## config.mk

```make
export PLATFORM = sky130hd
export DESIGN_NAME = cdb_arbiter_flat
export DESIGN_NICKNAME = d
export VERILOG_FILES = /design/src/rtl/cdb_arbiter_if.sv /design/src/rtl/cdb_arbiter.sv /design/src/flat_wrapper.sv
export SDC_FILE = /design/constraint.sdc
export NUM_CORES = 1
export LEC_CHECK = 0
export BUFFER_PORTS_ARGS = -buffer_cell sky130_fd_sc_hd__buf_2
export CORE_MARGIN = 10
export CORE_UTILIZATION = 45
export CTS_CLUSTER_DIAMETER = 50
export CTS_CLUSTER_SIZE = 30
export DETAILED_ROUTE_END_ITERATION = 10
export GPL_TIMING_DRIVEN = 0
export PLACE_DENSITY_LB_ADDON = 0.08
export SLEW_MARGIN = 10
export SYNTH_ARGS = -nofsm -noshare
export SYNTH_HDL_FRONTEND = slang
export SYNTH_SLANG_ARGS = --single-unit
```

## constraint.sdc

```tcl
create_clock -name clk -period 3.5 [get_ports clk]
set_input_delay 0.7 -clock clk [delete_from_list [all_inputs] [get_ports clk]]
set_output_delay 0.7 -clock clk [all_outputs]
set_load 0.02 [all_outputs]
```

## src/rtl/cdb_arbiter_if.sv

```systemverilog
// Producer-side and broadcast-side signals of the common data bus arbiter.
//
// Handshake: a producer raises <src>_valid with <src>_tag/<src>_value for one
// cycle per result. The result is taken at the clock edge only when
// <src>_full is low at that edge. A result offered while <src>_full is high is
// dropped, so producers must hold it and retry. cdb_valid is a single-cycle
// broadcast strobe with no back-pressure: every listener must take it.
interface cdb_arbiter_if #(
    parameter int DATA_W = 32,
    parameter int TAG_W  = 4
);
    logic              alu_valid;
    logic [TAG_W-1:0]  alu_tag;
    logic [DATA_W-1:0] alu_value;
    logic              alu_full;

    logic              lsb_valid;
    logic [TAG_W-1:0]  lsb_tag;
    logic [DATA_W-1:0] lsb_value;
    logic              lsb_full;

    logic              rob_valid;
    logic [TAG_W-1:0]  rob_tag;
    logic [DATA_W-1:0] rob_value;
    logic              rob_full;

    logic              cdb_valid;
    logic [TAG_W-1:0]  cdb_tag;
    logic [DATA_W-1:0] cdb_value;
    logic [1:0]        cdb_src;

    // Producers and bus listeners
    modport master (
        output alu_valid, alu_tag, alu_value,
        output lsb_valid, lsb_tag, lsb_value,
        output rob_valid, rob_tag, rob_value,
        input  alu_full, lsb_full, rob_full,
        input  cdb_valid, cdb_tag, cdb_value, cdb_src
    );

    // The arbiter itself
    modport slave (
        input  alu_valid, alu_tag, alu_value,
        input  lsb_valid, lsb_tag, lsb_value,
        input  rob_valid, rob_tag, rob_value,
        output alu_full, lsb_full, rob_full,
        output cdb_valid, cdb_tag, cdb_value, cdb_src
    );
endinterface

```

## src/rtl/cdb_arbiter.sv

```systemverilog
// Common data bus arbiter: three per-source result FIFOs (ALU, LSB, ROB)
// drained one entry per cycle by a round-robin scheduler onto a registered
// broadcast bus. Source index 0 = ALU, 1 = LSB, 2 = ROB.
module cdb_arbiter #(
    parameter int DATA_W = 32,
    parameter int TAG_W  = 4,
    parameter int DEPTH  = 4
) (
    input  logic        clk,
    input  logic        rst,
    input  logic        rdy,
    input  logic        flush,
    cdb_arbiter_if.slave bus,
    output logic [1:0]  last_grant_o
);
    localparam int PTR_W = $clog2(DEPTH);
    localparam int CNT_W = PTR_W + 1;
    localparam logic [CNT_W-1:0] FULL_CNT = CNT_W'(DEPTH);

    logic [TAG_W-1:0]  tag_mem_q [3][DEPTH];
    logic [DATA_W-1:0] val_mem_q [3][DEPTH];

    logic [PTR_W-1:0]  head_q [3];
    logic [PTR_W-1:0]  head_d [3];
    logic [PTR_W-1:0]  tail_q [3];
    logic [PTR_W-1:0]  tail_d [3];
    logic [CNT_W-1:0]  cnt_q  [3];
    logic [CNT_W-1:0]  cnt_d  [3];

    logic [1:0]        last_grant_q, last_grant_d;
    logic              cdb_valid_q, cdb_valid_d;
    logic [TAG_W-1:0]  cdb_tag_q, cdb_tag_d;
    logic [DATA_W-1:0] cdb_value_q, cdb_value_d;
    logic [1:0]        cdb_src_q, cdb_src_d;

    logic [2:0]        in_valid;
    logic [TAG_W-1:0]  in_tag   [3];
    logic [DATA_W-1:0] in_value [3];
    logic [2:0]        full;
    logic [2:0]        push;
    logic [2:0]        pop;
    logic              grant_vld;
    logic [1:0]        grant_idx;
    logic [1:0]        cand;

    function automatic logic [1:0] next_src(input logic [1:0] s);
        return (s == 2'd2) ? 2'd0 : s + 2'd1;
    endfunction

    // Gather the three producer ports into arrays; full has no pop look-ahead
    always_comb begin
        in_valid    = {bus.rob_valid, bus.lsb_valid, bus.alu_valid};
        in_tag[0]   = bus.alu_tag;
        in_tag[1]   = bus.lsb_tag;
        in_tag[2]   = bus.rob_tag;
        in_value[0] = bus.alu_value;
        in_value[1] = bus.lsb_value;
        in_value[2] = bus.rob_value;
        full        = '0;
        push        = '0;
        for (int s = 0; s < 3; s++) begin
            full[s] = (cnt_q[s] == FULL_CNT) | ~rdy;
            push[s] = in_valid[s] & ~full[s] & ~flush & ~rst;
        end
    end

    assign bus.alu_full  = full[0];
    assign bus.lsb_full  = full[1];
    assign bus.rob_full  = full[2];
    assign bus.cdb_valid = cdb_valid_q;
    assign bus.cdb_tag   = cdb_tag_q;
    assign bus.cdb_value = cdb_value_q;
    assign bus.cdb_src   = cdb_src_q;
    assign last_grant_o  = last_grant_q;

    // Round-robin pick: search starts just after the last winner
    always_comb begin
        grant_vld = 1'b0;
        grant_idx = last_grant_q;
        cand      = last_grant_q;
        for (int k = 0; k < 3; k++) begin
            cand = next_src(cand);
            if (!grant_vld && cnt_q[cand] != '0) begin
                grant_vld = 1'b1;
                grant_idx = cand;
            end
        end
        pop = '0;
        for (int s = 0; s < 3; s++) begin
            pop[s] = grant_vld && (grant_idx == 2'(s));
        end
    end

    // Next state: reset beats flush beats normal operation; rdy low holds all
    always_comb begin
        head_d       = head_q;
        tail_d       = tail_q;
        cnt_d        = cnt_q;
        last_grant_d = last_grant_q;
        cdb_valid_d  = cdb_valid_q;
        cdb_tag_d    = cdb_tag_q;
        cdb_value_d  = cdb_value_q;
        cdb_src_d    = cdb_src_q;
        if (rst) begin
            for (int s = 0; s < 3; s++) begin
                head_d[s] = '0;
                tail_d[s] = '0;
                cnt_d[s]  = '0;
            end
            last_grant_d = 2'd2;
            cdb_valid_d  = 1'b0;
            cdb_tag_d    = '0;
            cdb_value_d  = '0;
            cdb_src_d    = '0;
        end else if (flush) begin
            for (int s = 0; s < 3; s++) begin
                head_d[s] = '0;
                tail_d[s] = '0;
                cnt_d[s]  = '0;
            end
            cdb_valid_d = 1'b0;
        end else if (rdy) begin
            for (int s = 0; s < 3; s++) begin
                if (push[s]) tail_d[s] = tail_q[s] + 1'b1;
                if (pop[s])  head_d[s] = head_q[s] + 1'b1;
                if (push[s] && !pop[s])      cnt_d[s] = cnt_q[s] + 1'b1;
                else if (pop[s] && !push[s]) cnt_d[s] = cnt_q[s] - 1'b1;
            end
            cdb_valid_d = grant_vld;
            if (grant_vld) begin
                cdb_tag_d    = tag_mem_q[grant_idx][head_q[grant_idx]];
                cdb_value_d  = val_mem_q[grant_idx][head_q[grant_idx]];
                cdb_src_d    = grant_idx;
                last_grant_d = grant_idx;
            end
        end
    end

    // State register
    always_ff @(posedge clk) begin
        head_q       <= head_d;
        tail_q       <= tail_d;
        cnt_q        <= cnt_d;
        last_grant_q <= last_grant_d;
        cdb_valid_q  <= cdb_valid_d;
        cdb_tag_q    <= cdb_tag_d;
        cdb_value_q  <= cdb_value_d;
        cdb_src_q    <= cdb_src_d;
    end

    // FIFO storage writes; contents need no reset since counts gate reads
    always_ff @(posedge clk) begin
        for (int s = 0; s < 3; s++) begin
            if (push[s]) begin
                tag_mem_q[s][tail_q[s]] <= in_tag[s];
                val_mem_q[s][tail_q[s]] <= in_value[s];
            end
        end
    end
endmodule

```

## src/flat_wrapper.sv

```systemverilog
// flat-port wrapper written by rule: the top's interface ports become plain ports
module cdb_arbiter_flat 
#(
    parameter int DATA_W = 32,
    parameter int TAG_W  = 4,
    parameter int DEPTH  = 4
)
  (clk, rst, rdy, flush, last_grant_o, bus_alu_valid, bus_alu_tag, bus_alu_value, bus_lsb_valid, bus_lsb_tag, bus_lsb_value, bus_rob_valid, bus_rob_tag, bus_rob_value, bus_alu_full, bus_lsb_full, bus_rob_full, bus_cdb_valid, bus_cdb_tag, bus_cdb_value, bus_cdb_src);
  cdb_arbiter_if #(.DATA_W(DATA_W), .TAG_W(TAG_W)) bus_i ();
  input  logic clk;
  input  logic rst;
  input  logic rdy;
  input  logic flush;
  output logic [1:0] last_grant_o;
  input wire logic [$bits(bus_i.alu_valid)-1:0] bus_alu_valid;
  input wire logic [$bits(bus_i.alu_tag)-1:0] bus_alu_tag;
  input wire logic [$bits(bus_i.alu_value)-1:0] bus_alu_value;
  input wire logic [$bits(bus_i.lsb_valid)-1:0] bus_lsb_valid;
  input wire logic [$bits(bus_i.lsb_tag)-1:0] bus_lsb_tag;
  input wire logic [$bits(bus_i.lsb_value)-1:0] bus_lsb_value;
  input wire logic [$bits(bus_i.rob_valid)-1:0] bus_rob_valid;
  input wire logic [$bits(bus_i.rob_tag)-1:0] bus_rob_tag;
  input wire logic [$bits(bus_i.rob_value)-1:0] bus_rob_value;
  output wire logic [$bits(bus_i.alu_full)-1:0] bus_alu_full;
  output wire logic [$bits(bus_i.lsb_full)-1:0] bus_lsb_full;
  output wire logic [$bits(bus_i.rob_full)-1:0] bus_rob_full;
  output wire logic [$bits(bus_i.cdb_valid)-1:0] bus_cdb_valid;
  output wire logic [$bits(bus_i.cdb_tag)-1:0] bus_cdb_tag;
  output wire logic [$bits(bus_i.cdb_value)-1:0] bus_cdb_value;
  output wire logic [$bits(bus_i.cdb_src)-1:0] bus_cdb_src;
  assign bus_i.alu_valid = bus_alu_valid;
  assign bus_i.alu_tag = bus_alu_tag;
  assign bus_i.alu_value = bus_alu_value;
  assign bus_i.lsb_valid = bus_lsb_valid;
  assign bus_i.lsb_tag = bus_lsb_tag;
  assign bus_i.lsb_value = bus_lsb_value;
  assign bus_i.rob_valid = bus_rob_valid;
  assign bus_i.rob_tag = bus_rob_tag;
  assign bus_i.rob_value = bus_rob_value;
  assign bus_alu_full = bus_i.alu_full;
  assign bus_lsb_full = bus_i.lsb_full;
  assign bus_rob_full = bus_i.rob_full;
  assign bus_cdb_valid = bus_i.cdb_valid;
  assign bus_cdb_tag = bus_i.cdb_tag;
  assign bus_cdb_value = bus_i.cdb_value;
  assign bus_cdb_src = bus_i.cdb_src;
  cdb_arbiter #(.DATA_W(DATA_W), .TAG_W(TAG_W), .DEPTH(DEPTH)) u_core (.clk(clk), .rst(rst), .rdy(rdy), .flush(flush), .bus(bus_i), .last_grant_o(last_grant_o));
endmodule
```

* After elaboration in Yosys (flattened, before gate mapping)
Memories as Yosys holds them, arrays and structs flattened.
Cells that the tools add are included.
Widths: inputs -> output; s select.
** Operators by class
- Add/subtract/negate cells :: 15
- $lt $le $gt $ge :: 11
- Equality and inequality tests :: 8
- Mux-type cells :: 54
- Bitwise logic cells :: 26
- Reductions and logical operators :: 40
** Operator list (number)
- $mux 128 :: 3
- $demux 32 s2 :: 3
- $mux 32 :: 5
- $bmux 32 s2 :: 1
- $mux 16 :: 3
- $mux 3 :: 12
- $demux 4 s2 :: 3
- $ge 3x3->1 const B :: 8
- $not 2->3 :: 8
- $mux 4 :: 5
- $add 2x1->2 const B :: 9
- $bmux 3 s2 :: 3
- $reduce_and 2->1 :: 9
- $mux 2 :: 8
- $logic_and 1x1->1 :: 14
- $add 3x1->3 const B :: 3
- $and 1x1->1 :: 9
- $eq 3x3->1 const B :: 3
- $lt 3x1->1 const B :: 3
- $reduce_bool 3->1 :: 3
- $sub 3x1->3 const B :: 3
- $bmux 4 s2 :: 1
- $eq 2x2->1 const B :: 4
- $logic_not 1->1 :: 8
- 9 further kinds :: 23
** Storage, ports and cells
- Bits in registers :: 62
- Memory bits (writable) :: 432
- Output and inout bits :: 44
- Memories :: 2
** Memory list
- u_core.val_mem_q :: depth 3, width 128, rd ports 1, clocked after Yosys merged registers in 0, wr ports 3, line cdb_arbiter.sv:21 : logic [DATA_W-1:0] val_mem_q [3][DEPTH];
- u_core.tag_mem_q :: depth 3, width 16, rd ports 1, clocked after Yosys merged registers in 0, wr ports 3, line cdb_arbiter.sv:20 : logic [TAG_W-1:0] tag_mem_q [3][DEPTH];

* Logic depth before layout (Yosys ltp)
Gate-level depths: netlist (run 1).
- Word-level depth :: 22
- Depth in mapped cells :: 14

* Worst setup path before layout (run 1)
No wires, ideal clock.
- Path kind :: flip-flop to flip-flop
- From :: register u_core.bus.cdb_src[0] (netlist name)
- To :: register u_core.cnt_q[2] in the netlist's numbering
- Setup time :: 0.128 ns
- Arrival time :: 3.001 ns
- Required time :: 3.372 ns
- Path slack :: 0.372 ns
- Cell stages (with the launch flop) :: 14
- Period minus slack after synthesis :: 3.128 ns
- Cells stage by stage :: dfxtp_1 or4b_1 nor2_1 nor2_2 clkbuf_1 buf_1 nand3_1 ha_1 inv_1 fa_1 xnor2_1 nand2_1 xor2_1 nor2_1
** RTL lines
- end signal: assignment :: line cdb_arbiter.sv:143 : cnt_q <= cnt_d;
- end: declaration :: line cdb_arbiter.sv:27 : logic [CNT_W-1:0] cnt_q [3];

* Worst setup path in the final report (run 1)
- From :: register u_core.cnt_q[6] in the netlist's numbering
- To :: register u_core.cnt_q[8] in the netlist's numbering
** Between the ends
- Cells in the longest elaborated chain, start to end :: 17
- Elaborated cells between the ends (all ways) :: 40
** RTL lines
- $bmux 3 s2 :: line cdb_arbiter.sv:83 : if (!grant_vld && cnt_q[cand] != '0) begin
- $mux 3 (not written as such) (2 in a row) :: line cdb_arbiter.sv:83
- $reduce_bool 3->1 :: line cdb_arbiter.sv:83
- $mux 1 :: line cdb_arbiter.sv:83
- $logic_not 1->1 :: line cdb_arbiter.sv:83
- $logic_and 1x1->1 :: line cdb_arbiter.sv:83
- $mux 1 :: line cdb_arbiter.sv:83
- $logic_not 1->1 :: line cdb_arbiter.sv:83
- $logic_and 1x1->1 :: line cdb_arbiter.sv:83
- $mux 2 :: line cdb_arbiter.sv:83
- $logic_not 2->1 :: line cdb_arbiter.sv:90 : pop[s] = grant_vld && (grant_idx == 2'(s));
- $logic_and 1x1->1 :: line cdb_arbiter.sv:90
- $logic_not 1->1 :: line cdb_arbiter.sv:126 : if (push[s] && !pop[s]) cnt_d[s] = cnt_q[s] + 1'b1;
- $logic_and 1x1->1 :: line cdb_arbiter.sv:126
- $reduce_bool 2->1 (no line)
- $reduce_and 2->1 (no line)
Parallel ways exist; a longest one is shown, timed or not. The select of a mux whose other input is x is not followed.
A chain may end at the register's enable or synchronous reset.

==> reports/metrics.cfg, run 1 <==
[logic_synthesis]
syn_area_um2=19930
synth_edf_count=432
synth-seq-area-share_pct=71.22
synth_nets=1479
synthDistinctLibCells=56
synthFlopType=edfxtp_1
syn_area_per_cell_um2=14.81
synth-async-reset-ratio_pct=0
yosys_register_bits=493
syn_inst=1346
yosysWarnings=0

[grt]
grt_pass1_wl_mm=85.11
grt_pass1_vias=13088
grt_max_degree=27
antenna_found_initial=5
grtUsageTotal_pct=21.37
overflow=0

[layout]
mostFrequentLayoutCells=edfxtp_1 (432), buf_2 (171), a21oi_1 (80)
final_area_um2=23550
drive_above_1_share_pct=23.68
syn_to_final_growth_pct=18.18
final_nets=1709
layout_commonest_cell=edfxtp_1
fin_util_pct=53.49

[critical_path]
reg2reg_slack_ns=0.12
cp_max_fo=10
timing.rr.end=u_core.cnt_q[8]
end_kind=flip-flop
critPathRequiredTime_ns=3.96
crit-reg2reg-launch=u_core.cnt_q[6]
worstSetupPathType=flip-flop to flip-flop
cp-start-kind=flip-flop
worstRegToRegCells=14
cp.arrival_ns=3.84

[timing]
rsz0062_at_grt=yes
fmax_ghz=0.2959
tightest_slew_ns=0.9881
fin_crit_ns=3.380
setup_viol=0
holdWs_ns=0.3152
max_slew_margin_pct=34.12
finClkSkew_ns=0.02320
slew_violations=0
period_share_pct=96.57
final_hold_viol_count=0
setup_slack_ns=0.1199

[route]
drt_first_pass_iters=5
wl_per_cell_um=26.22
postRouteAntennaNets=0
routed_wl_mm=57.97
vias_per_cell=5.832
vias=12894
drt_iter0_drc=1273
drc_errors=0

[pwr]
vdd_drop_max_mv=0.4223
p_per_area_nw_per_um2=524.1
power_w=0.01234
p_leak_nw=8.265

[clock_network]
hold_buffers=0
cts-root-buf=clkbuf_16
cts_max_level=2
clk_pin_slew_worst_paths_ns=0.07
cts.sinks=493
cts_tree=built
clk_latency_ns=0.59
cts_buffers=45
clock_path_buffers=3

[floorplan]
core_area_um2=44030
die_w_um=230.4
io_pins=159
die_h_um=230.4
initial_core_util_pct=45.26
fp-row-count=77
die-area_um2=53100

[worst_hold_path]
hold_class=input port to flip-flop
min_from=bus_lsb_value[25]
whs_path_depth=1
min_to=u_core.val_mem_q[1][25]

[placement]
port_buffers=158
place_ws_ns=-0.8246
dp_hpwl_mm=40.47
placed_area_um2=21740
gp_congestion=0.7807

[run]
drv_cap=0

[run_status]
status=complete, no violations

[state kept, by name, indices dropped and copies added, names as in the netlist]
name and flops:
u_core.head_q 6, u_core.last_grant_o 1, u_core.tag_mem_q 48, u_core.bus.cdb_valid 1, u_core.cnt_q 9, u_core.val_mem_q 384, u_core.bus.cdb_value 32, u_core.bus.cdb_src 2
u_core.bus.cdb_tag 4, u_core.tail_q 6
[repair_timing]
| action | 4_1_cts | 5_1_grt |
|---|---|---|
| pin swaps | 1 | 5 |
| gates resized for setup | 20 | 12 |
| setup buffers | 3 | 11 |
| endpoints found under the setup margin | 42 | 33 |
[Yosys cell counts (all sizes together), types with 7 or more instances]
cell type    n  area share (%)
nand4       75             2.4
clkbuf      74             1.4
nor3        13            0.41
buf         26            0.69
ha          15            0.94
o22ai        7            0.22
mux2i       68             3.4
inv         11            0.21
nor2        61             1.2
a2111oi     25             1.1
dfxtp       61             6.1
mux2        60             3.4
edfxtp     432              65
nor2b        9            0.28
o21ai       57             1.4
xnor2       12            0.53
nand3       15            0.43
a31oi        7            0.22
a211oi      32             1.3
o211ai       8            0.33
nand2       52            0.98
a211o        8            0.35
a21oi       80             2.0
o31ai       73             2.8
and2        13            0.41
[metrics by stage]
step | TNS, ns | instances
after floorplan | 0 | 1346
after global placement | -225.36 | 2096
after detailed placement | -7.815 | 2109
after CTS | 0 | 2196
after global routing | -0.05952 | 2208
final | 0 | 2211
[cell families (layout without fill, tap and decap cells)]
group	Yosys count	in the layout	share of synthesized area [%]
simple gates	253	253	6.530
mux	128	128	6.806
xor+xnor	18	18	0.7911
flops	493	493	71.22
fa+ha+maj	18	18	1.243
buf+inv	111	378	2.292
compound gates	325	325	11.11
other cells	0	6	0
[cell type report]
type | count | area, um2
Inverter | 11 | 41.29
Timing Repair Buffer | 185 | 1160
Clock buffer | 52 | 1215
Buffer | 98 | 432.9
Tap cell | 592 | 740.7
Antenna cell | 6 | 15.01
Fill cell | 3715 | 20480
Clock inverter | 32 | 390.4
Sequential cell | 493 | 14190
Multi-Input combinational cell | 742 | 5361
[worst max path at each step]
| stage | to | slack [ns] | start |
|---|---|---|---|
| 3_3_place_gp | u_core.cnt_q[1] | -0.75 | u_core.cnt_q[6] |
| 4_1_cts | u_core.bus.cdb_tag[0] | 0.02 | u_core.cnt_q[6] |
| 6_report | u_core.cnt_q[8] | 0.12 | u_core.cnt_q[6] |
| 5_1_grt | u_core.cnt_q[8] | -0.05 | u_core.cnt_q[6] |
| 2_1_floorplan | u_core.cnt_q[2] | 0.37 | u_core.bus.cdb_src[0] |
| 3_5_place_dp | u_core.cnt_q[1] | -0.82 | u_core.cnt_q[6] |
[routing by layer]
layer  track usage (%)  wire, um  vias to the layer above
li1                  -         -                     5826
met2             34.56     27410                      497
met3             4.525      4317                       87
met4             6.084      1271                        2
met1             28.69     24960                     6482
met5                 0        13                        -
[worst max-delay path, stage by stage, from the launching register on]
cell,delay (ns)
dfxtp_1,0.38
or3_1,0.38
buf_2,0.20
a211oi_4,0.33
nor2_2,0.17
clkbuf_4,0.26
buf_2,0.24
nand3_1,0.16
ha_1,0.20
inv_1,0.07
fa_1,0.38
xnor2_1,0.16
nand2_1,0.08
xor2_1,0.15
nor2_1,0.05
[report_power, final]
group	switching [W]	internal [W]
Combinational	0.000362	0.000174
Clock	0.00239	0.00296
Sequential	0.0000243	0.00643
Note: power is estimated with default switching activity, not from simulation.
==> run 2, diff against run 1 <==
--- a/config.mk
+++ b/config.mk
@@ -12,7 +12,7 @@
 export CTS_CLUSTER_SIZE = 30
 export DETAILED_ROUTE_END_ITERATION = 10
 export GPL_TIMING_DRIVEN = 0
-export PLACE_DENSITY_LB_ADDON = 0.08
+export PLACE_DENSITY = 0.6
 export SLEW_MARGIN = 10
 export SYNTH_ARGS = -nofsm -noshare
 export SYNTH_HDL_FRONTEND = slang
==> run 2 against run 1 <==
Setup slack lost 0.028 ns. Via count grew 0.51%. First-iteration DRC count rose by 1.9%. Clock power shrank 5.4%. Global-route usage is 0.19 points lower. Sequential power about the same. Sequential share of layout area rose by 0.44 points. Cell count down 0.54%.
==> reports/metrics.cfg, run 2 (same netlist as run 1, synthesis figures left out) <==
[grt]
grtUsageTotal_pct=21.19
antenna_found_initial=16
grt_max_degree=37
grt_pass1_wl_mm=84.48
grt_pass1_vias=13022
overflow=0

[clock_network]
clk_pin_slew_worst_paths_ns=0.07
cts-root-buf=clkbuf_16
clk_latency_ns=0.59
hold_buffers=0
cts_max_level=2
cts_buffers=43
clock_path_buffers=3
cts_tree=built
cts.sinks=493

[layout]
final_area_um2=23380
syn_to_final_growth_pct=17.34
mostFrequentLayoutCells=edfxtp_1 (432), buf_2 (172), a21oi_1 (80)
largest_reg_flops=384
layout_commonest_cell=edfxtp_1
final_nets=1701
fin_util_pct=53.11
drive_above_1_share_pct=22.91

[timing]
setup_viol=0
tightest_slew_ns=0.9790
setup_slack_ns=0.09154
fin_crit_ns=3.408
fmax_ghz=0.2934
rsz0062_at_grt=yes
finClkSkew_ns=0.02470
period_share_pct=97.38
slew_violations=0
holdWs_ns=0.3298
max_slew_margin_pct=34.73
final_hold_viol_count=0

[route]
drc_errors=0
routed-wl-met3_mm=3.947
drt_first_pass_iters=5
met2_length_mm=27.79
drt_iter0_drc=1297
routed_wl_mm=57.88
routed.top_layer=met5
postRouteAntennaNets=0
wl_per_cell_um=26.32
vias=12960
wl_met1_mm=24.19
vias_per_cell=5.894

[run]
drv_cap=0

[pwr]
power_w=0.01204
p_per_area_nw_per_um2=515.1
p_leak_nw=8.146
vdd_drop_max_mv=0.3003

[placement]
dp_hpwl_mm=39.35
place_ws_ns=-0.7592
placed_area_um2=21710
gp_congestion=0.8092
port_buffers=158

[worst_hold_path]
hold_class=input port to flip-flop

[floorplan]
core_area_um2=44030
initial_core_util_pct=45.26
die_w_um=230.4
die_h_um=230.4
fp-row-count=77
die-area_um2=53100
io_pins=159

[critical_path]
cp.arrival_ns=3.86
critPathRequiredTime_ns=3.95
cp_max_fo=10
cp-start-kind=flip-flop
worstSetupPathType=flip-flop to flip-flop
end_kind=flip-flop

[run_status]
status=complete, no violations

## run 2: layout make-up
class	count	area [um2]
fillers	3662	20650
diodes	5	12.51
clock inverters	29	361.6
multi-input cells	742	5375
flip-flops and latches	493	14190
plain buffers	98	424.2
repair buffers	179	1077
well taps	592	740.7
clock buffers	50	1155
inverters	11	41.29
## run 2: timing repair
action	CTS	global route
buffers inserted	0	10
setup endpoints to repair	42	35
resized for setup	15	13
pin swaps	1	4
cloned	0	0
## run 2: worst paths after layout
check	startpoint	endpoint	slack [ns]	depth (start not counted)
setup / recovery	u_core.cnt_q[6]	u_core.bus.cdb_tag[0]	0.09	9
hold / removal	bus_lsb_tag[3]	u_core.tag_mem_q[1][3]	0.33	1
setup reg to reg	u_core.cnt_q[6]	u_core.bus.cdb_tag[0]	0.09	9
hold reg to reg	u_core.bus.cdb_valid	u_core.bus.cdb_valid	0.48	2
## run 2: per-stage QoR
step	instances	setup TNS (ns)
finish	2199	0
global route	2197	-0.05335
CTS	2186	0
detailed placement	2107	-10.85
global placement	2096	-218.25
floorplan	1346	0
## run 2: power breakdown
group	internal (W)	switching [W]	total (W)
combinational	0.000171	0.000359	0.000530
clock	0.00271	0.00235	0.00506
sequential	0.00643	0.0000249	0.00645
## run 2: worst max-delay path: stages (launching register included)
cell and delay [ns]:
dfxtp_1 0.37, or3_1 0.36, buf_2 0.21, o31ai_4 0.47
nor2_1 0.20, nand4_1 0.25, clkbuf_1 0.69, a21oi_1 0.18
a2111oi_0 0.43, o21ai_1 0.12
## run 2: layer usage
metal | vias up | global-route usage, %
met5 | - | 0
met4 | 24 | 7.873
met2 | 481 | 34.69
li1 | 5803 | -
met3 | 123 | 4.059
met1 | 6529 | 27.64
==> run 3, diff against run 2 <==
--- a/config.mk
+++ b/config.mk
@@ -6,13 +6,16 @@
 export NUM_CORES = 1
 export LEC_CHECK = 0
 export BUFFER_PORTS_ARGS = -buffer_cell sky130_fd_sc_hd__buf_2
+export CELL_PAD_IN_SITES_DETAIL_PLACEMENT = 2
+export CELL_PAD_IN_SITES_GLOBAL_PLACEMENT = 2
 export CORE_MARGIN = 10
-export CORE_UTILIZATION = 45
+export CORE_UTILIZATION = 43
 export CTS_CLUSTER_DIAMETER = 50
 export CTS_CLUSTER_SIZE = 30
 export DETAILED_ROUTE_END_ITERATION = 10
 export GPL_TIMING_DRIVEN = 0
-export PLACE_DENSITY = 0.6
+export PLACE_DENSITY = 0.76
+export REMOVE_ABC_BUFFERS = 1
 export SLEW_MARGIN = 10
 export SYNTH_ARGS = -nofsm -noshare
 export SYNTH_HDL_FRONTEND = slang
==> run 3 against run 2 <==
The flow now finishes with violations (setup timing). Clock-buffer cell count up 4. Sequential power about the same. Cell count shrank 1.5%. Clock power rose by 14%. Sequential cell count unchanged. Core utilization decreased by 0.54 points.
==> reports/metrics.cfg, run 3 (same netlist as run 1, synthesis figures left out) <==
[run_status]
status=finished with violations
violations=setup timing

[timing]
max_slew_margin_pct=25.64
final_hold_viol_count=0
slew_violations=0
finClkSkew_ns=0.03362
setup_slack_ns=-0.1223
setup_viol=1
holdWs_ns=0.3035
fmax_ghz=0.2761
tightest_slew_ns=1.114
fin_crit_ns=3.622
period_share_pct=103.5

[layout]
mostFrequentLayoutCells=edfxtp_1 (432), buf_2 (158), a21oi_1 (79)
fin_util_pct=52.57
instances_no_fill=2165
final_nets=1649
layout_commonest_cell=edfxtp_1
largest_reg_flops=384
drive_above_1_share_pct=25.88
syn_to_final_growth_pct=20.22
n_fill_cell=4056

[critical_path]
critPathRequiredTime_ns=3.97
cp-start-kind=flip-flop
worstRegToRegCells=10
reg2reg_slack_ns=-0.12
worstSetupPathType=flip-flop to flip-flop
crit_family=compound AO/OA/AOI/OAI gates
end_kind=flip-flop
path_buf_inv=3
crit_slowest_cell=a2111oi_1
crit_cells=10
cp_max_fo=11
path_cells=or3_4 -> a211oi_4 -> buf_4 -> a2111oi_4 -> buf_8 -> buf_6 -> o31ai_1 -> a21oi_1 -> a2111oi_1 -> o21ai_1
max_stage_delay_ns=0.70
cp.arrival_ns=4.09

[route]
drt_iter0_drc=1626
wl_per_cell_um=35.13
routed_wl_mm=76.06
postRouteAntennaNets=0
drt_first_pass_iters=5
vias_per_cell=6.410
drc_errors=0
vias=13878

[floorplan]
die-area_um2=55350
io_pins=159
die_h_um=235.3
initial_core_util_pct=43.72
fp-row-count=78
die_w_um=235.3
core_area_um2=45580

[clock_network]
cts-root-buf=clkbuf_16
clk_pin_slew_worst_paths_ns=0.09
cts_buffers=49
cts_max_level=2
cts_tree=built
clk_latency_ns=0.63
cts.sinks=493
clock_path_buffers=3

[grt]
antenna_found_initial=7
grt_pass1_wl_mm=107.7
overflow=0
grt_max_degree=42
grtUsageTotal_pct=25.81
grt_pass1_vias=15428

[pwr]
power_w=0.01283
p_leak_nw=8.466
vdd_drop_max_mv=0.4881
p_per_area_nw_per_um2=535.6

[worst_hold_path]
hold_class=input port to flip-flop
whs_path_depth=1

[run]
drv_cap=0

[placement]
dp_hpwl_mm=41.58
dp_cells=2040
port_buffers=158
gp_congestion=0.7471

[run 3: through the flow]
| stage | TNS, ns | setup slack, ns | instance area [um2] |
|---|---|---|---|
| CTS | 0 | 0.02093 | 23840 |
| detailed placement | -40.95 | -1.310 | 21880 |
| floorplan | -110.81 | -3.052 | 19510 |
| global route | -0.2890 | -0.1235 | 23950 |
| finish | -0.1223 | -0.1223 | 23960 |
| global placement | -631.59 | -9.129 | 21050 |
[run 3: worst paths after layout]
check | startpoint | to
min | bus_lsb_value[30] | u_core.val_mem_q[1][62]
max reg2reg | u_core.cnt_q[6] | u_core.bus.cdb_value[9]
min reg2reg | u_core.bus.cdb_valid | u_core.bus.cdb_valid
max | u_core.cnt_q[6] | u_core.bus.cdb_value[9]
[run 3: timing repair]
item	4_1_cts	5_1_grt
pin swaps	7	4
cloned	1	1
setup buffers	15	8
endpoints found under the setup margin	42	26
hold buffers	0	0
hold endpoints to repair	0	0
gates resized for setup	10	5
[run 3: area by class of cell]
| type | instances | area, um2 | area share, % |
|---|---|---|---|
| multi-input cells | 744 | 5497 | 22.94 |
| clock inverters | 38 | 447.9 | 1.870 |
| repair buffers | 217 | 1717 | 7.165 |
| diodes | 8 | 20.02 | 0.08356 |
| clock buffers | 54 | 1287 | 5.374 |
| well taps | 600 | 750.7 | 3.133 |
| inverters | 11 | 41.29 | 0.1723 |
| flip-flops and latches | 493 | 14200 | 59.26 |
[run 3: where the power goes]
group	total, W	switching [W]	internal (W)
combinational	0.000608	0.000409	0.000199
sequential	0.00646	0.0000298	0.00643
clock	0.00577	0.00278	0.00298
[run 3: layer usage]
| metal | vias to the layer above | track usage, % | share of wire (%) |
|---|---|---|---|
| li1 | 5712 | - | - |
| met2 | 651 | 45.47 | 51 |
| met4 | 6 | 9.704 | 3.0 |
| met3 | 143 | 4.593 | 6.1 |
| met1 | 7366 | 30.91 | 40 |
| met5 | - | 0 | 0.055 |
